<file path="config.mk">
export PLATFORM = sky130hd
export DESIGN_NAME = uart_rx
export DESIGN_NICKNAME = d
export VERILOG_FILES = /design/src/rtl/UART_Types.sv /design/src/rtl/uart_sync.sv /design/src/rtl/uart_rx.sv
export SDC_FILE = /design/constraint.sdc
export NUM_CORES = 1
export LEC_CHECK = 0
export BUFFER_PORTS_ARGS = -buffer_cell sky130_fd_sc_hd__buf_2
export CAP_MARGIN = 25
export CELL_PAD_IN_SITES_DETAIL_PLACEMENT = 0
export CELL_PAD_IN_SITES_GLOBAL_PLACEMENT = 1
export CORE_MARGIN = 2
export CORE_UTILIZATION = 46
export DETAILED_ROUTE_END_ITERATION = 10
export GPL_TIMING_DRIVEN = 0
export PLACE_DENSITY_LB_ADDON = 0.3
export SYNTH_ARGS = -nofsm -noshare
export SYNTH_HDL_FRONTEND = slang
export SYNTH_HIERARCHICAL = 1
export SYNTH_SLANG_ARGS = --single-unit
</file>
<file path="constraint.sdc">
create_clock -name i_clock -period 3.54 [get_ports i_clock]
set_clock_uncertainty 0.1 [all_clocks]
set_input_delay 0.177 -clock i_clock [delete_from_list [all_inputs] [get_ports i_clock]]
set_output_delay 0.177 -clock i_clock [all_outputs]
set_load 0.02 [all_outputs]
</file>
<file path="src/rtl/UART_Types.sv">
// Shared UART configuration types, used by the receiver and the other UART blocks.
`default_nettype none
package UART_Types;

  typedef enum logic [1:0] {
    Parity_NONE = 2'd0,
    Parity_EVEN = 2'd1,
    Parity_ODD  = 2'd2
  } Parity;

  typedef enum logic {
    StopBits_1 = 1'b0,
    StopBits_2 = 1'b1
  } StopBits;

  typedef enum logic [1:0] {
    DataBits_5 = 2'd0,
    DataBits_6 = 2'd1,
    DataBits_7 = 2'd2,
    DataBits_8 = 2'd3
  } DataBits;

  // Index of the final data bit: 5 bits -> 4, up to 8 bits -> 7.
  function automatic logic [2:0] last_bit_idx(DataBits db);
    logic [1:0] v;
    v = db;
    return {1'b1, v};
  endfunction

endpackage
`default_nettype wire

</file>
<file path="src/rtl/uart_sync.sv">
// Two-flop synchronizer for asynchronous single-bit inputs; reset level is a parameter.
`default_nettype none
module uart_sync #(
  parameter logic RESET_VAL = 1'b1
) (
  input  logic i_clock,
  input  logic i_reset,
  input  logic i_d,
  output logic o_q
);

  logic [1:0] sync_q;

  always_ff @(posedge i_clock) begin
    if (!i_reset) sync_q <= {2{RESET_VAL}};
    else          sync_q <= {sync_q[0], i_d};
  end

  assign o_q = sync_q[1];

endmodule
`default_nettype wire

</file>
<file path="src/rtl/uart_rx.sv">
// UART receiver: 16x oversampled, 5-8 data bits, optional parity, 1 or 2 stop bits.
`default_nettype none
module uart_rx
  import UART_Types::*;
(
  input  logic       i_clock,
  input  logic       i_reset,
  input  logic       i_rx,
  input  logic       i_ce,
  input  Parity      i_parity,
  input  StopBits    i_stopBits,
  input  DataBits    i_dataBits,
  input  logic       i_re,
  output logic [7:0] o_data,
  output logic       o_rdy,
  output logic       o_parityErr,
  output logic       o_frameErr,
  output logic       o_overrun,
  output logic       o_busy
);

  typedef enum logic [2:0] {
    IDLE   = 3'd0,
    START  = 3'd1,
    DATA   = 3'd2,
    PARITY = 3'd3,
    STOP1  = 3'd4,
    STOP2  = 3'd5
  } state_t;

  state_t     state_q;
  logic [3:0] tick_q;
  logic [2:0] bit_q;
  logic [7:0] shift_q;
  logic       par_q;
  logic       frame_q;
  logic       rxs;

  uart_sync #(.RESET_VAL(1'b1)) u_sync (
    .i_clock (i_clock),
    .i_reset (i_reset),
    .i_d     (i_rx),
    .o_q     (rxs)
  );

  logic [7:0] shift_d;
  logic       frame_d;
  logic       par_exp;
  logic       sample;
  logic       done;

  assign shift_d = {shift_q[6:0], rxs};
  assign frame_d = frame_q | ~rxs;
  // Upper shift bits are cleared at frame start, so the full XOR covers only data bits.
  assign par_exp = (i_parity == Parity_ODD) ? ~(^shift_q) : ^shift_q;
  assign sample  = (tick_q == 4'd15);
  assign done    = i_ce && sample &&
                   ((state_q == STOP1 && i_stopBits == StopBits_1) || state_q == STOP2);

  always_ff @(posedge i_clock) begin
    if (!i_reset) begin
      state_q     <= IDLE;
      tick_q      <= 4'd0;
      bit_q       <= 3'd0;
      shift_q     <= 8'h00;
      par_q       <= 1'b0;
      frame_q     <= 1'b0;
      o_data      <= 8'h00;
      o_rdy       <= 1'b0;
      o_parityErr <= 1'b0;
      o_frameErr  <= 1'b0;
      o_overrun   <= 1'b0;
    end else begin
      if (i_re && o_rdy) begin
        o_rdy     <= 1'b0;
        o_overrun <= 1'b0;
      end
      if (i_ce) begin
        case (state_q)
          IDLE: begin
            if (!rxs) begin
              state_q <= START;
              tick_q  <= 4'd0;
            end
          end
          START: begin
            if (tick_q == 4'd7) begin
              tick_q  <= 4'd0;
              bit_q   <= 3'd0;
              shift_q <= 8'h00;
              par_q   <= 1'b0;
              frame_q <= 1'b0;
              state_q <= rxs ? IDLE : DATA;
            end else begin
              tick_q <= tick_q + 4'd1;
            end
          end
          DATA: begin
            if (sample) begin
              tick_q  <= 4'd0;
              shift_q <= shift_d;
              if (bit_q == last_bit_idx(i_dataBits)) begin
                state_q <= (i_parity != Parity_NONE) ? PARITY : STOP1;
              end else begin
                bit_q <= bit_q + 3'd1;
              end
            end else begin
              tick_q <= tick_q + 4'd1;
            end
          end
          PARITY: begin
            if (sample) begin
              tick_q  <= 4'd0;
              par_q   <= (rxs != par_exp);
              state_q <= STOP1;
            end else begin
              tick_q <= tick_q + 4'd1;
            end
          end
          STOP1, STOP2: begin
            if (sample) begin
              tick_q  <= 4'd0;
              frame_q <= frame_d;
              if (state_q == STOP1 && i_stopBits == StopBits_2) state_q <= STOP2;
            end else begin
              tick_q <= tick_q + 4'd1;
            end
          end
          default: state_q <= IDLE;
        endcase
      end
      // Completion overrides the acknowledge above so a word arriving with i_re lands valid.
      if (done) begin
        state_q     <= IDLE;
        o_data      <= shift_q;
        o_parityErr <= par_q;
        o_frameErr  <= frame_d;
        o_rdy       <= 1'b1;
        if (o_rdy && !i_re) o_overrun <= 1'b1;
      end
    end
  end

  assign o_busy = (state_q != IDLE);

endmodule
`default_nettype wire

</file>
# Word level (Yosys, flattened, before mapping)

Index checks and enable logic that the tools add are counted.

Add/sub/neg operators: 2
Reduce and logical (&&, ||, !) cells: 26
Order comparisons: 0
Divide/modulo/power cells: 0
Bitwise operators: 5
Multiply operators: 0
Muxes and demuxes: 32
Eq/ne operators: 18
Shifts and indexed selects: 0

Operators with widths:

| cell                                                            | count |
|---|---|
| 3-bit 2-to-1 mux                                                | 11 |
| 8-bit 2-to-1 mux                                                | 2 |
| 2-bit inequality test, second input constant                    | 8 |
| 8-bit case mux with 2 select lines                              | 1 |
| 3-bit case mux with 5 select lines                              | 1 |
| 4-bit 2-to-1 mux                                                | 3 |
| 4-bit case mux with 3 select lines                              | 1 |
| 4-bit AND reduction                                             | 3 |
| 2-bit nonzero test                                              | 5 |
| 1-bit 2-to-1 mux                                                | 9 |
| 8-bit AND reduction                                             | 1 |
| 8-bit XOR reduction                                             | 1 |
| 3-bit by 2-bit == test with 1-bit output, second input constant | 2 |
| 3-bit == test, second input constant                            | 2 |
| 1-bit logical AND                                               | 6 |
| 3-bit case mux with 2 select lines                              | 1 |
| 3-bit nonzero test                                              | 2 |
| 5-bit AND reduction                                             | 1 |
| 4-bit by 1-bit adder with 4-bit output, second input constant   | 1 |
| 4-bit by 3-bit == test with 1-bit output, second input constant | 1 |
| 4-bit == test, second input constant                            | 1 |
| 1-bit NOT                                                       | 4 |
| 1-bit case mux with 2 select lines                              | 2 |
| 2-bit OR reduction                                              | 2 |
| 12 further kinds                                                | 12 |

Output and inout bits: 13
Logic and storage cells: 95
Bits in latches: 0
Bits in writable memories: 0
Memories kept: 0
Register bits: 34
Input port bits: 10
ROM bits: 0

# Depth between registers and ports, before layout

Depth in word-level cells: 6
Mapped depth: 7
Mapped depth without buffers: 6

# Cells and area by module

The synthesis kept the hierarchy.

Modules (own cells, without submodules):

| module    | instances | seq. area each (um2) | cells each | area an instance (um2) |
|---|---|---|---|---|
| uart_rx   | 1         | 640.6                | 194        | 1729.2 |
| uart_sync | 1         | 40.0                 | 4          | 52.6 |

# Worst setup path after synthesis

Ideal clock, no wire load.

Kind: reg-to-reg
Start: register tick_q[0]
End: register o_data[0]
Library setup time: 0.116 ns
Buffers on the path: 1
Path slack: 1.736 ns
Clock period less this slack: 1.804 ns
Arrival time: 1.588 ns
Stages on the path, launching flop included: 7
Required time: 3.324 ns
Path through: dfxtp_1 ha_1 nand3_1 nor2_1 buf_4 mux2i_1 nor2b_1

Longest elaborated chain between the ends: 3

RTL lines:

| item                           | RTL line       | RTL |
|---|---|---|
| from (decl)                    | uart_rx.sv:32  | `logic [3:0] tick_q;` |
| from (signal assigned)         | uart_rx.sv:95  | `tick_q <= tick_q + 4'd1;` |
| from (signal assigned)         | uart_rx.sv:108 | `tick_q <= tick_q + 4'd1;` |
| from (signal assigned)         | uart_rx.sv:117 | `tick_q <= tick_q + 4'd1;` |
| 4-bit == test                  | uart_rx.sv:56  | `assign sample = (tick_q == 4'd15);` |
| 1-bit logical AND (2 in a row) | uart_rx.sv:57  | `assign done = i_ce && sample &&` |
| to (signal assigned)           | uart_rx.sv:135 | `o_data <= shift_q;` |
| to (decl)                      | uart_rx.sv:14  | `output logic [7:0] o_data,` |

Every way passes these cells.
A chain may end at the register's enable or synchronous reset.

# Worst setup path after layout

Start: register tick_q[0]
End: register shift_q[1]

Longest elaborated chain between the ends: 3
Elaborated cells on any way between the ends: 5
Those cells by class: eq/ne (4); reduce/logical (1)

RTL lines:

| item                                                                             | RTL line                     | RTL |
|---|---|---|
| 4-bit by 3-bit == test with 1-bit output / 4-bit == test (equally long branches) | uart_rx.sv:87, uart_rx.sv:56 |  |
| 2-bit inequality test (no line)                                                  | n/a                          |  |
| 4-bit AND reduction (no line) (*)                                                | n/a                          |  |
| to (signal assigned)                                                             | uart_rx.sv:101               | `shift_q <= shift_d;` |
| to (decl)                                                                        | uart_rx.sv:34                | `logic [7:0] shift_q;` |

Every way passes the cells marked *; elsewhere a longest branch is shown, timed or not.

==> out/results.txt <==
post-detail-place hpwl = 2768 microns
CTS tree = built
Critical Path Start Type = flip-flop
MaxCap Viol Count = 0
vias in the first global route = 1421
internal power = 0.0005631 W
Synth Instances = 198
outcome = completed
I/O Buffers = 22
Worst-path clk slew = 0.07 ns
final core occ = 55.77%
CP required = 3.66 ns
yosys warns = 6
Mean Syn Cell Area = 8.999 sq um
worst skew pair latency = 0.29 ns
Gate power share = 6.7%
fin. max-slew vios = 0
pin count of the biggest net entering global routing = 12
CP Capture Type = flip-flop
final WL = 3753 microns
final setup fails = 0
Die ar. = 0.004387 sq mm
sequential fraction of design power = 52.8%
drt pass-1 iters = 4
fin crit period = 2.118 ns
Post-Syn Nets = 210
Setup TNS = 0 ns
Yosys top cell area share = 38.20%
synth top area cells = dfxtp_1 (38%), nor2b_1 (8.8%), mux2i_1 (6.7%)
die height = 66.24 microns
CP Class = reg2reg
CTS Buf Count = 5
NetSw = 0.0001700 W
initial antenna violation count = 0
commonest cells after routing, fill and taps aside = dfxtp_1 (34), nor2b_1 (25), buf_2 (24), nand2_1 (15)
EDFF count, synth = 0
cell taking the most area after synthesis = dfxtp_1
Yosys cell types = 47
vias = 1494
sequential share of the synthesized area = 38.20%
synthesized area = 0.001782 sq mm
grt total ovfl = 0
register bit total from synthesis = 34
WP data arrival = 2.24 ns
leak pwr = 0.7157 nW
pwr dens = 356.4 mW/mm^2
GRT Total Usage = 18.92%
clock share of power = 40.5%
Top FF cell, synth = dfxtp_1
site row count = 22
ANT cells = 0
Post-CTS Setup Bufs = 0
final antenna-violating net count = 0
Worst Hold Class = in2reg
CTS root buf = clkbuf_8
commonest non-fill, non-tap cell in the layout = dfxtp_1
initial core utilization = 48.30%
first-pass GRT wire length = 6389 microns
unrepaired setup endpoints after global routing = no
Max VDD drop = 263.9 uV
worst-path maximum fanout = 9
clk sinks = 34
Final Hold Fails = 0
Max Clk Rate = 472.1 MHz
# DRC = 0
Ports = 23
Max Root-Sink Buffers = 2
routability congestion estimate = 0.8541
Max-slew headroom = 53.06%
Worst-Margin Slew = 0.6983 ns
Layout area overhead = 15.45%
DR iter-0 viols = 108
die width = 66.24 microns
core footprint = 0.003689 sq mm
Final Cycle Share = 59.84%
post-layout net count = 240
asr flop ratio synth = 0%
fraction of layout cells with a size suffix above 1 = 17.03%
wire length per cell = 13.55 microns
Sw Ratio = 23.19%
Vias/cell = 5.394
H-tree levels = 2
cell usage after synthesis, drive strengths merged (2+ instances only):
library cell	n
a21boi	2
a21oi	6
a22oi	9
a31oi	2
buf	4
clkbuf	7
dfxtp	34
ha	2
inv	5
mux2i	12
nand2	15
nand2b	6
nand3	7
nand3b	3
nand4	2
nor2	4
nor2b	25
nor3	2
nor3b	3
o211ai	5
o21a	3
o21ai	5
or3	3
or4	2
xnor2	12
per-layer routing:
metal | global-route usage (%) | wire length [microns]
met5 | 0 | 0
met3 | 3.748 | 126
met2 | 31.87 | 1883
met1 | 23.76 | 1700
met4 | 6.888 | 43
power groups by stage:
stage               Combinational [W]  Clock, W  Sequential [W]
global placement            0.0000478         0        0.000396
finish                      0.0000490  0.000297        0.000387
floorplan                   0.0000329         0        0.000395
detailed placement          0.0000479         0        0.000396
global route                0.0000544  0.000321        0.000387
CTS                         0.0000494  0.000305        0.000387
what timing repair did:
item,in CTS,in global routing
resized for setup,0,0
endpoints found under the setup margin,0,0
hold buffers,1,0
hold endpoints to repair,1,0
sequential cells by signal, indices dropped and copies added, names as in the netlist, named ones only:
| signal | cells |
|---|---|
| o_data | 8 |
| o_frameErr | 1 |
| state_q | 3 |
| o_parityErr | 1 |
| u_sync/sync_q | 2 |
| par_q | 1 |
| frame_q | 1 |
| bit_q | 3 |
| tick_q | 4 |
| shift_q | 8 |
| o_rdy | 1 |
cell type report:
| class | instances | area [sq um] |
|---|---|---|
| buffer | 11 | 55.05 |
| clock buffer | 6 | 82.58 |
| clock inverter | 2 | 12.51 |
| fill | 359 | 1632 |
| inverter | 5 | 18.77 |
| multi-input combinational | 148 | 1027 |
| sequential | 34 | 680.7 |
| tap | 48 | 60.06 |
| timing repair buffer | 23 | 120.1 |
critical path: stages (launching register included):
cell and delay, ns:
dfxtp_1 0.37, ha_1 0.26, nand3_1 0.30, nor4_2 0.68, a22oi_1 0.19, nor2b_1 0.14
final timing paths:
kind	startpoint	end	slack [ns]	depth (start not counted)
max reg2reg	tick_q[0]$_SDFFE_PN0P_	shift_q[1]$_SDFFE_PN0P_	1.42	5
min	i_reset	u_sync/sync_q[1]$_SDFF_PN1_	0.03	2
min reg2reg	u_sync/sync_q[0]$_SDFF_PN1_	u_sync/sync_q[1]$_SDFF_PN1_	0.32	1
max	tick_q[0]$_SDFFE_PN0P_	shift_q[1]$_SDFFE_PN0P_	1.42	5
kinds of logic (layout without fill, tap and decap cells):
logic type                 count (synthesis)  count (layout)  share of synthesized area, %
AOI/OAI and AO/OA                         42              42                         16.99
xor gates and xnor gates                  12              12                         5.899
adders and majority gates                  2               2                         1.404
buffers and inverters                     16              47                         4.144
DFF                                       34              34                         38.20
muxes                                     12              12                         6.742
and+or+nand+nor                           80              80                         26.61
per-stage QoR:
step / hold WS (ns) / instance area, sq um / power [W] / worst slack, ns / std cells
finish: 0.02706 / 2057 / 0.0007331 / 1.422 / 277
floorplan: 0.1500 / 1782 / 0.0004276 / 1.736 / 198
global route: 0.03961 / 2057 / 0.0007621 / 1.157 / 277
detailed placement: 0.2744 / 1952 / 0.0004436 / 1.419 / 268
CTS: 0.01868 / 2057 / 0.0007410 / 1.396 / 277
global placement: 0.2567 / 1952 / 0.0004433 / 1.413 / 268
(Power assumes the default switching activity.)
